**src/rtl/i2cs_pkg.sv**
```systemverilog
// ---------------------------------------------------------------------------
// i2cs_pkg
// Shared definitions for the I2C slave engines.
//   i2cs_rx_state_t : receive FSM state encoding (3 bits)
//   I2CS_ADDR_W     : slave address width (7)
//   I2CS_BYTE_W     : data byte width (8)
//   I2CS_RW_WRITE   : value of the R/W bit for a master-write transfer
// ---------------------------------------------------------------------------
package i2cs_pkg;

    localparam int   I2CS_ADDR_W   = 7;
    localparam int   I2CS_BYTE_W   = 8;
    localparam logic I2CS_RW_WRITE = 1'b0;

    typedef enum logic [2:0] {
        ST_IDLE     = 3'd0,
        ST_ADDR     = 3'd1,
        ST_ADDR_ACK = 3'd2,
        ST_DATA     = 3'd3,
        ST_DATA_ACK = 3'd4,
        ST_IGNORE   = 3'd5
    } i2cs_rx_state_t;

endpackage

```
**src/rtl/i2cs_pin_sync.sv**
```systemverilog
// ---------------------------------------------------------------------------
// i2cs_pin_sync
// Brings raw SCL/SDA pad inputs into the clk domain and derives bus events.
// Optional glitch filter enabled by defining I2CS_RX_GLITCH_FILTER_EN.
//
// Ports:
//   clk, rst   : system clock, asynchronous active-high reset
//   scl_i      : raw SCL pad input
//   sda_i      : raw SDA pad input
//   sda        : synchronised (and filtered) SDA level
//   scl_rise   : one-cycle strobe, SCL went 0->1
//   scl_fall   : one-cycle strobe, SCL went 1->0
//   start_det  : one-cycle strobe, SDA fell while SCL high
//   stop_det   : one-cycle strobe, SDA rose while SCL high
// ---------------------------------------------------------------------------
module i2cs_pin_sync #(
    parameter int SYNC_STAGES = 2,
    parameter int FILT_LEN    = 3
) (
    input  logic clk,
    input  logic rst,
    input  logic scl_i,
    input  logic sda_i,
    output logic sda,
    output logic scl_rise,
    output logic scl_fall,
    output logic start_det,
    output logic stop_det
);

    if (SYNC_STAGES < 2 || SYNC_STAGES > 3 || FILT_LEN < 2) begin : g_param_check
        $error("i2cs_pin_sync: SYNC_STAGES must be 2..3 and FILT_LEN >= 2");
    end

    logic [SYNC_STAGES-1:0] scl_sync;
    logic [SYNC_STAGES-1:0] sda_sync;
    logic                   scl_s;
    logic                   sda_s;
    logic                   scl_f;
    logic                   sda_f;
    logic                   scl_d;
    logic                   sda_d;

    // Preset to 1 so an idle (pulled-up) bus produces no spurious edge after reset.
    always_ff @(posedge clk or posedge rst) begin
        if (rst) begin
            scl_sync <= '1;
            sda_sync <= '1;
        end else begin
            scl_sync <= {scl_sync[SYNC_STAGES-2:0], scl_i};
            sda_sync <= {sda_sync[SYNC_STAGES-2:0], sda_i};
        end
    end

    assign scl_s = scl_sync[SYNC_STAGES-1];
    assign sda_s = sda_sync[SYNC_STAGES-1];

`ifdef I2CS_RX_GLITCH_FILTER_EN
    // The filtered level only follows the input once the last FILT_LEN
    // samples all agree; anything shorter is treated as a glitch.
    logic [FILT_LEN-1:0] scl_hist;
    logic [FILT_LEN-1:0] sda_hist;

    always_ff @(posedge clk or posedge rst) begin
        if (rst) begin
            scl_hist <= '1;
            sda_hist <= '1;
            scl_f    <= 1'b1;
            sda_f    <= 1'b1;
        end else begin
            scl_hist <= {scl_hist[FILT_LEN-2:0], scl_s};
            sda_hist <= {sda_hist[FILT_LEN-2:0], sda_s};
            if (&scl_hist) begin
                scl_f <= 1'b1;
            end else if (~|scl_hist) begin
                scl_f <= 1'b0;
            end
            if (&sda_hist) begin
                sda_f <= 1'b1;
            end else if (~|sda_hist) begin
                sda_f <= 1'b0;
            end
        end
    end
`else
    assign scl_f = scl_s;
    assign sda_f = sda_s;
`endif

    always_ff @(posedge clk or posedge rst) begin
        if (rst) begin
            scl_d <= 1'b1;
            sda_d <= 1'b1;
        end else begin
            scl_d <= scl_f;
            sda_d <= sda_f;
        end
    end

    assign sda       = sda_f;
    assign scl_rise  =  scl_f & ~scl_d;
    assign scl_fall  = ~scl_f &  scl_d;
    // SCL must be high both before and after the SDA transition.
    assign start_det = scl_f & scl_d &  sda_d & ~sda_f;
    assign stop_det  = scl_f & scl_d & ~sda_d &  sda_f;

endmodule

```
**src/rtl/i2cs_rx_byte_engine.sv**
```systemverilog
// ---------------------------------------------------------------------------
// i2cs_rx_byte_engine
// I2C slave receive front end feeding a 256x8 synchronous RX FIFO.
// Matches the own 7-bit address on master-write transfers, deserialises data
// bytes, pushes each complete byte and ACKs it (NACK when the FIFO is full).
// Optional SCL/SDA glitch filter: define I2CS_RX_GLITCH_FILTER_EN.
//
// Ports:
//   clk, rst        : system clock, asynchronous active-high reset
//   enable_i        : 0 forces IDLE and releases SDA
//   slave_addr_i    : own 7-bit address (quasi-static)
//   scl_i, sda_i    : raw pad inputs
//   sda_oe_o        : 1 = pull SDA low
//   fifo_push_o     : one-cycle push strobe
//   fifo_wr_data_o  : byte presented with the push
//   fifo_full_i     : FIFO full flag
//   busy_o          : addressed transfer in progress
//   overflow_o      : sticky, a byte was dropped because the FIFO was full
//   overflow_clr_i  : clears overflow_o (a same-cycle set wins)
//   dbg_state_o     : current FSM state (i2cs_rx_state_t encoding)
//
// Handshake: fifo_push_o is a single-cycle strobe with fifo_wr_data_o valid in
// the same cycle; it is only ever raised in a cycle where fifo_full_i is 0.
// ---------------------------------------------------------------------------
module i2cs_rx_byte_engine
    import i2cs_pkg::*;
#(
    parameter int SYNC_STAGES = 2,
    parameter int FILT_LEN    = 3
) (
    input  logic                   clk,
    input  logic                   rst,
    input  logic                   enable_i,
    input  logic [I2CS_ADDR_W-1:0] slave_addr_i,
    input  logic                   scl_i,
    input  logic                   sda_i,
    output logic                   sda_oe_o,
    output logic                   fifo_push_o,
    output logic [I2CS_BYTE_W-1:0] fifo_wr_data_o,
    input  logic                   fifo_full_i,
    output logic                   busy_o,
    output logic                   overflow_o,
    input  logic                   overflow_clr_i,
    output logic [2:0]             dbg_state_o
);

    logic sda_s;
    logic scl_rise;
    logic scl_fall;
    logic start_det;
    logic stop_det;

    i2cs_pin_sync #(
        .SYNC_STAGES (SYNC_STAGES),
        .FILT_LEN    (FILT_LEN)
    ) u_pin_sync (
        .clk       (clk),
        .rst       (rst),
        .scl_i     (scl_i),
        .sda_i     (sda_i),
        .sda       (sda_s),
        .scl_rise  (scl_rise),
        .scl_fall  (scl_fall),
        .start_det (start_det),
        .stop_det  (stop_det)
    );

    i2cs_rx_state_t         state_q, state_d;
    logic [I2CS_BYTE_W-1:0] shift_q, shift_d;
    logic [3:0]             bit_cnt_q, bit_cnt_d;
    // drive_q: inside an ACK slot, set on the first SCL fall and cleared on
    // the second; it marks the window in which SDA may be pulled low.
    logic                   drive_q, drive_d;
    logic                   ack_pend_q, ack_pend_d;
    logic                   overflow_q;
    logic                   byte_done;
    logic                   overflow_set;

    // A full byte sits in shift_q for exactly the one cycle after the 8th sample.
    assign byte_done = (bit_cnt_q == 4'd8);

    // ---------------- state register ----------------
    always_ff @(posedge clk or posedge rst) begin
        if (rst) begin
            state_q    <= ST_IDLE;
            shift_q    <= '0;
            bit_cnt_q  <= '0;
            drive_q    <= 1'b0;
            ack_pend_q <= 1'b0;
        end else begin
            state_q    <= state_d;
            shift_q    <= shift_d;
            bit_cnt_q  <= bit_cnt_d;
            drive_q    <= drive_d;
            ack_pend_q <= ack_pend_d;
        end
    end

    // ---------------- next-state logic ----------------
    always_comb begin
        state_d    = state_q;
        shift_d    = shift_q;
        bit_cnt_d  = bit_cnt_q;
        drive_d    = drive_q;
        ack_pend_d = ack_pend_q;

        unique case (state_q)
            ST_IDLE: begin
            end
            ST_ADDR: begin
                if (byte_done) begin
                    drive_d   = 1'b0;
                    bit_cnt_d = '0;
                    if (shift_q[7:1] == slave_addr_i && shift_q[0] == I2CS_RW_WRITE) begin
                        state_d = ST_ADDR_ACK;
                    end else begin
                        state_d = ST_IGNORE;
                    end
                end else if (scl_rise) begin
                    shift_d   = {shift_q[6:0], sda_s};
                    bit_cnt_d = bit_cnt_q + 4'd1;
                end
            end
            ST_DATA: begin
                if (byte_done) begin
                    ack_pend_d = ~fifo_full_i;
                    drive_d    = 1'b0;
                    state_d    = ST_DATA_ACK;
                end else if (scl_rise) begin
                    shift_d   = {shift_q[6:0], sda_s};
                    bit_cnt_d = bit_cnt_q + 4'd1;
                end
            end
            ST_ADDR_ACK, ST_DATA_ACK: begin
                // Both ACK slots walk the same two SCL falls; only whether SDA
                // is actually pulled low differs (see output logic).
                if (scl_fall) begin
                    if (!drive_q) begin
                        drive_d = 1'b1;
                    end else begin
                        drive_d   = 1'b0;
                        bit_cnt_d = '0;
                        state_d   = ST_DATA;
                    end
                end
            end
            ST_IGNORE: begin
            end
            default: begin
                state_d = ST_IDLE;
            end
        endcase

        // Bus conditions and disable override whatever the state was doing;
        // a partially shifted byte is simply abandoned.
        if (start_det) begin
            state_d   = ST_ADDR;
            bit_cnt_d = '0;
            shift_d   = '0;
            drive_d   = 1'b0;
        end
        if (stop_det) begin
            state_d   = ST_IDLE;
            bit_cnt_d = '0;
            drive_d   = 1'b0;
        end
        if (!enable_i) begin
            state_d   = ST_IDLE;
            bit_cnt_d = '0;
            drive_d   = 1'b0;
        end
    end

    // ---------------- output logic ----------------
    always_comb begin
        fifo_push_o    = 1'b0;
        overflow_set   = 1'b0;
        fifo_wr_data_o = shift_q;
        sda_oe_o       = 1'b0;
        busy_o         = 1'b0;

        if (state_q == ST_DATA && byte_done && enable_i && !start_det && !stop_det) begin
            fifo_push_o  = ~fifo_full_i;
            overflow_set =  fifo_full_i;
        end

        if (drive_q) begin
            sda_oe_o = (state_q == ST_ADDR_ACK) || (state_q == ST_DATA_ACK && ack_pend_q);
        end

        busy_o = (state_q == ST_ADDR_ACK) || (state_q == ST_DATA) || (state_q == ST_DATA_ACK);
    end

    always_ff @(posedge clk or posedge rst) begin
        if (rst) begin
            overflow_q <= 1'b0;
        end else if (overflow_set) begin
            overflow_q <= 1'b1;
        end else if (overflow_clr_i) begin
            overflow_q <= 1'b0;
        end
    end

    assign overflow_o  = overflow_q;
    assign dbg_state_o = state_q;

endmodule

```
**config.mk**
```make
export PLATFORM = sky130hd
export DESIGN_NAME = i2cs_rx_byte_engine
export DESIGN_NICKNAME = d
export VERILOG_FILES = /design/src/rtl/i2cs_pkg.sv /design/src/rtl/i2cs_pin_sync.sv /design/src/rtl/i2cs_rx_byte_engine.sv
export SDC_FILE = /design/constraint.sdc
export NUM_CORES = 1
export LEC_CHECK = 0
export CORE_UTILIZATION = 42
export DETAILED_ROUTE_END_ITERATION = 8
export MAX_ROUTING_LAYER = met4
export PLACE_DENSITY = 0.68
export SYNTH_ARGS = -nofsm -noshare
export SYNTH_HDL_FRONTEND = slang
export SYNTH_SLANG_ARGS = --single-unit
```
**constraint.sdc**
```tcl
create_clock -name clk -period 2.45 [get_ports clk]
set_input_delay 0.245 -clock clk [delete_from_list [all_inputs] [get_ports clk]]
set_output_delay 0.245 -clock clk [all_outputs]
set_load 0.05 [all_outputs]
```
==> results of run 1 <==
## logic make-up after synthesis
| group | synth area share [%] |
|---|---|
| buf+inv | 3.060 |
| mux | 5.761 |
| compound gates | 15.12 |
| simple gates | 24.21 |
| flops | 43.74 |
| fa+ha+maj | 1.800 |
| xor+xnor | 6.301 |
## flip-flops by register name, summed over array words and instances (netlist names)
name,cells
u_pin_sync.sda_d,1
fifo_wr_data_o,8
ack_pend_q,1
overflow_o,1
drive_q,1
u_pin_sync.scl_sync,2
u_pin_sync.scl_d,1
dbg_state_o,3
bit_cnt_q,4
u_pin_sync.sda_sync,2
## worst paths after layout
| kind | to | slack, ps | cells past startpoint |
|---|---|---|---|
| min in group clk | u_pin_sync.sda_sync[0] | 330 | 1 |
| max in group asynchronous | u_pin_sync.scl_sync[1] | 1920 | 3 |
| min | fifo_wr_data_o[6] | 260 | 3 |
| min reg2reg | u_pin_sync.sda_sync[1] | 360 | 0 |
| max reg2reg | bit_cnt_q[0] | 410 | 7 |
| max | sda_oe_o | 100 | 3 |
## metal layers
metal  global-route usage (%)  routed length, um
met1                    26.17               1410
met2                    31.78               1464
met3                    4.367                 96
met4                    3.987                 14
met5                        -                  0
## metrics by stage
step,area (um2),utilization [%],hold WS (ps),total power (W)
floorplan,1395,-,249.5,0.0005053
global placement,1754,56.53,347.8,0.0005496
detailed placement,1754,56.53,346.8,0.0005548
CTS,1790,57.70,255.4,0.0007619
global route,1790,57.70,286.4,0.0007888
finish,1790,57.70,255.0,0.0007508
## where the power goes
part / internal [W] / total (W) / switching (W)
clock: 0.0000907 / 0.000204 / 0.000114
sequential: 0.000413 / 0.000431 / 0.0000175
combinational: 0.0000527 / 0.000116 / 0.0000630
total: 0.000557 / 0.000751 / 0.000194
## cells in the final DEF (no fill, tap or decap), types with 2 or more instances in the layout
| master | netlist | layout |
|---|---|---|
| nor3_2 | 1 | 2 |
| o22ai_1 | 2 | 2 |
| or2_1 | 2 | 2 |
| dfstp_2 | 6 | 6 |
| o21ai_1 | 5 | 5 |
| xor2_1 | 7 | 7 |
| nor2_1 | 12 | 12 |
| xnor2_1 | 3 | 3 |
| o21a_1 | 3 | 3 |
| nand3b_1 | 2 | 2 |
| clkdlybuf4s50_1 | 0 | 27 |
| nor2b_1 | 2 | 2 |
| a31oi_1 | 2 | 2 |
| nand3_1 | 7 | 7 |
| inv_1 | 7 | 7 |
| buf_4 | 0 | 4 |
| nand2_1 | 17 | 17 |
| clkbuf_4 | 1 | 3 |
| ha_1 | 2 | 2 |
| nand2b_1 | 5 | 5 |
| nor4_1 | 2 | 2 |
| dfrtp_1 | 18 | 18 |
| mux2i_1 | 8 | 8 |
| nor3b_1 | 2 | 2 |
| or3_1 | 2 | 2 |
| o211ai_1 | 3 | 3 |
| a21oi_1 | 4 | 4 |
## worst max-delay path: stages, from the launching register on
cell             delay [ps]
dfrtp_1                 570
nand2b_1                230
a21oi_1                 180
clkdlybuf4s50_1         810
## cell type report
class | instances | area [um2] | share of cell area (%)
inverter | 7 | 26.28 | 1.468
timing repair buffer | 32 | 320.3 | 17.89
clock buffer | 4 | 36.28 | 2.027
multi-input combinational | 112 | 744.5 | 41.58
sequential | 24 | 608.1 | 33.96
tap | 44 | 55.05 | 3.075
==> flow_metrics.py, run 1 <==
metrics = {
    "finish": {
        "drive_gt1_share_pct": 12.85,
        "fillers": 313,
        "diodes": 0,
        "final_cells": 223,
        "syn2layout_area_growth_pct": 28.80,
        "finalNetCount": 196,
    },
    "timing": {
        "rsz0062_at_grt": "false",
        "hold_violations": 0,
        "post-route-min-period_ps": 2349,
        "worstMarginPinSlew_ps": 516.2,
        "finClkSkew_ps": 2.043,
        "maxSlewHeadroom_pct": 65.49,
        "setup_viol": 0,
        "setup_tns_ps": 0,
        "fin_crit_sh_pct": 95.87,
        "slew_violations": 0,
        "maxClockFrequency_mhz": 425.8,
        "fin_ws_ps": 101.2,
    },
    "critical_path": {
        "path_class": "reg -> out",
        "cp-end-kind": "output pin",
        "crit_required_ps": 2200,
        "rr_startpoint": "bit_cnt_q[0]",
        "arrival_ps": 2100,
        "worstPathMaxFanout": 11,
        "startpoint": "dbg_state_o[1]",
        "startpoint_type": "register",
    },
    "logic_synthesis": {
        "synth_cells": 146,
        "ys_ff_latch": 24,
        "async_flop_share_pct": 100.0,
        "synth_ff_type": "dfrtp_1",
        "netlist_area_mm2": 0.001390,
        "avgSynthCellArea_um2": 9.521,
        "ys_seq_area_share_pct": 43.74,
        "synth-edff-count": 0,
        "synth_top_cells_by_count": "18 x dfrtp_1, 17 x nand2_1, 12 x nor2_1",
        "yosys-top-cells-area": "dfrtp_1 32%, dfstp_2 11%, mux2i_1 5.8%",
        "ys_types": 45,
        "yosys.area.top_type": "dfrtp_1",
        "yosys_warnings": 0,
        "yosysMostFrequentCell": "dfrtp_1",
        "syn-num-nets": 162,
        "yosys.area.top_type_share_pct": 32.40,
    },
    "floorplan": {
        "row_count": 20,
        "die_y_um": 59.53,
        "die_area_mm2": 0.003544,
        "die_width_um": 59.53,
        "start_util_pct": 44.80,
        "core_area_mm2": 0.003103,
        "io_pins": 29,
    },
    "clock_network": {
        "numCtsBuffers": 3,
        "ctsHtreeMaxLevel": 1,
        "hold_buffers": 0,
        "clkTransAtPathRegs_ps": 130,
        "cts_tree": "built",
        "cts_num_sinks": 24,
        "cts_resized": 0,
        "clockBufferDepth": 2,
        "worst_skew_pair.late_latency_ps": 310,
        "postCtsSetupRepairBufs": 0,
        "root_buffer": "clkbuf_4",
    },
    "status": {
        "status": "completed",
    },
    "pwr": {
        "power_density_mw_per_mm2": 419.4,
        "leakage_nw": 0.7682,
        "ir_drop_mv": 0.3030,
    },
    "placement": {
        "pre_cts_slack_ps": 428.0,
        "dp.cells": 219,
        "portBuffers": 28,
        "routabilityCongestion": 0.9267,
        "dp_hpwl_mm": 2.361,
    },
    "route": {
        "ant_nets": 0,
        "post_drt_via_cell_ratio": 5.242,
        "dr.pass1.iters": 5,
        "wl_mm": 2.985,
        "vias": 1169,
        "first_iter_violations": 56,
        "wl_per_cell_um": 13.39,
        "drc": 0,
    },
    "global_route": {
        "grt_usage_pct": 19.92,
        "grt_max_degree": 25,
        "grt_pass1_wl_mm": 5.099,
        "antenna_found_initial": 0,
        "grt_pass1_vias": 1150,
        "grt_overflow": 0,
    },
    "worst_hold_path": {
        "hold_path.class": "in -> async",
    },
    "run": {
        "cap_violations": 0,
    },
}
(Power assumes the default switching activity.)
==> run 2: changes to the inputs <==
--- a/config.mk
+++ b/config.mk
@@ -8,7 +8,7 @@
 export CORE_UTILIZATION = 42
 export DETAILED_ROUTE_END_ITERATION = 8
 export MAX_ROUTING_LAYER = met4
-export PLACE_DENSITY = 0.68
+export PLACE_DENSITY = 0.66
 export SYNTH_ARGS = -nofsm -noshare
 export SYNTH_HDL_FRONTEND = slang
 export SYNTH_SLANG_ARGS = --single-unit
==> run 2 against run 1 <==
  * Highest routed layer unchanged
  * Critical endpoint is now fifo_push_o
  * Clock-buffer cell count unchanged
  * Register-to-register slack improved by 30 ps
  * Worst hold slack worse by 180 ps
==> flow_metrics.py, run 2 (synthesis results as in run 1) <==
metrics = {
    "critical_path": {
        "rr_startpoint": "dbg_state_o[2]",
        "startpoint_type": "register",
        "rr_endpoint": "bit_cnt_q[0]",
        "rrSetupSlack_ps": 440,
        "crit_required_ps": 2200,
        "worstSetupEndpoint": "fifo_push_o",
        "path_class": "reg -> out",
        "reg2regPathDepth": 5,
        "cp-end-kind": "output pin",
        "worstPathMaxFanout": 5,
        "startpoint": "bit_cnt_q[0]",
        "arrival_ps": 2050,
    },
    "timing": {
        "slew_violations": 0,
        "hold_violations": 0,
        "maxSlewHeadroom_pct": 64.82,
        "worstMarginPinSlew_ps": 526.2,
        "rsz0062_at_grt": "false",
        "setup_tns_ps": 0,
        "finClkSkew_ps": 8.998,
        "setup_viol": 0,
        "post-route-min-period_ps": 2297,
        "fin_crit_sh_pct": 93.76,
        "maxClockFrequency_mhz": 435.3,
    },
    "global_route": {
        "grt_pass1_wl_mm": 4.968,
        "grt_overflow": 0,
        "grt_max_degree": 21,
        "grt_pass1_vias": 1054,
        "antenna_found_initial": 0,
        "grt_usage_pct": 19.44,
    },
    "clock_network": {
        "postCtsSetupRepairBufs": 0,
        "cts_resized": 0,
        "clkTransAtPathRegs_ps": 140,
        "ctsHtreeMaxLevel": 1,
        "cts_tree": "built",
        "root_buffer": "clkbuf_4",
        "hold_buffers": 0,
        "clockBufferDepth": 2,
        "cts_num_sinks": 24,
        "numCtsBuffers": 3,
        "worst_skew_pair.late_latency_ps": 320,
    },
    "finish": {
        "syn2layout_area_growth_pct": 27.09,
        "diodes": 0,
        "finalNetCount": 194,
        "final_cell_mix": "25 x clkdlybuf4s50_1, 17 x nand2_1, 17 x dfrtp_1",
        "fillers": 296,
        "largest_reg_flops": 8,
        "drive_gt1_share_pct": 12.43,
        "final_common_cell": "clkdlybuf4s50_1",
    },
    "floorplan": {
        "start_util_pct": 44.80,
        "die_area_mm2": 0.003544,
        "die_width_um": 59.53,
        "row_count": 20,
        "die_y_um": 59.53,
        "core_area_mm2": 0.003103,
        "io_pins": 29,
    },
    "run": {
        "cap_violations": 0,
    },
    "route": {
        "wl_mm": 2.955,
        "dr.pass1.iters": 4,
        "post_drt_via_cell_ratio": 5.321,
        "vias": 1176,
        "first_iter_violations": 108,
        "wl_per_cell_um": 13.37,
        "drc": 0,
        "ant_nets": 0,
    },
    "pwr": {
        "totalPowerFinal_w": 0.0007321,
        "power_density_mw_per_mm2": 414.4,
        "leakage_nw": 0.7704,
        "ir_drop_mv": 0.2601,
    },
    "placement": {
        "dp_hpwl_mm": 2.263,
        "portBuffers": 28,
        "routabilityCongestion": 0.9149,
    },
    "status": {
        "status": "completed",
    },
    "worst_hold_path": {
        "hold_path.class": "in -> async",
    },
}
[run 2: report_power, final]
part	internal (W)	total [W]	switching, W
sequential	0.000413	0.000430	0.0000172
combinational	0.0000524	0.000115	0.0000630
clock	0.0000638	0.000186	0.000122
total	0.000529	0.000732	0.000203
[run 2: cell type report]
cell class	count	area [um2]	area share, %
Timing Repair Buffer	30	305.3	17.28
Inverter	7	26.28	1.487
Sequential cell	24	609.3	34.49
Tap cell	44	55.05	3.116
Clock buffer	4	26.28	1.487
Multi-Input combinational cell	112	744.5	42.14
[run 2: layer usage]
| metal | part of all wire, % | global-route usage (%) |
|---|---|---|
| met5 | 0 | - |
| met4 | 1.3 | 6.977 |
| met3 | 4.6 | 2.838 |
| met2 | 44 | 26.65 |
| met1 | 50 | 28.95 |
[run 2: critical path, stage by stage (launching register included)]
cell and delay (ps):
dfrtp_1 440, inv_1 110, ha_1 170, nand3b_1 180
or3_4 460, nor3_2 210, buf_12 170
[run 2: stage by stage]
stage	cell area [um2]	util, %	setup WS, ps	hold slack, ps	instances
detailed placement	1737	55.97	447.0	347.8	217
finish	1767	56.94	152.9	77.96	221
floorplan	1395	-	278.3	249.5	146
CTS	1763	56.81	63.95	81.40	221
global route	1767	56.94	22.40	107.7	221
global placement	1737	55.97	507.4	345.5	217
[run 2: how the worst min path moves through the flow]
| stage | cells past startpoint | slack (ps) | endpoint | from |
|---|---|---|---|---|
| floorplan | 0 | 250 | u_pin_sync.scl_sync[0] | scl_i |
| global placement | 0 | 350 | u_pin_sync.sda_sync[1] | u_pin_sync.sda_sync[0] |
| detailed placement | 0 | 350 | u_pin_sync.scl_sync[1] | u_pin_sync.scl_sync[0] |
| CTS | 2 | 80 | fifo_wr_data_o[1] | rst |
| global route | 2 | 110 | fifo_wr_data_o[2] | rst |
| finish | 2 | 80 | fifo_wr_data_o[1] | rst |
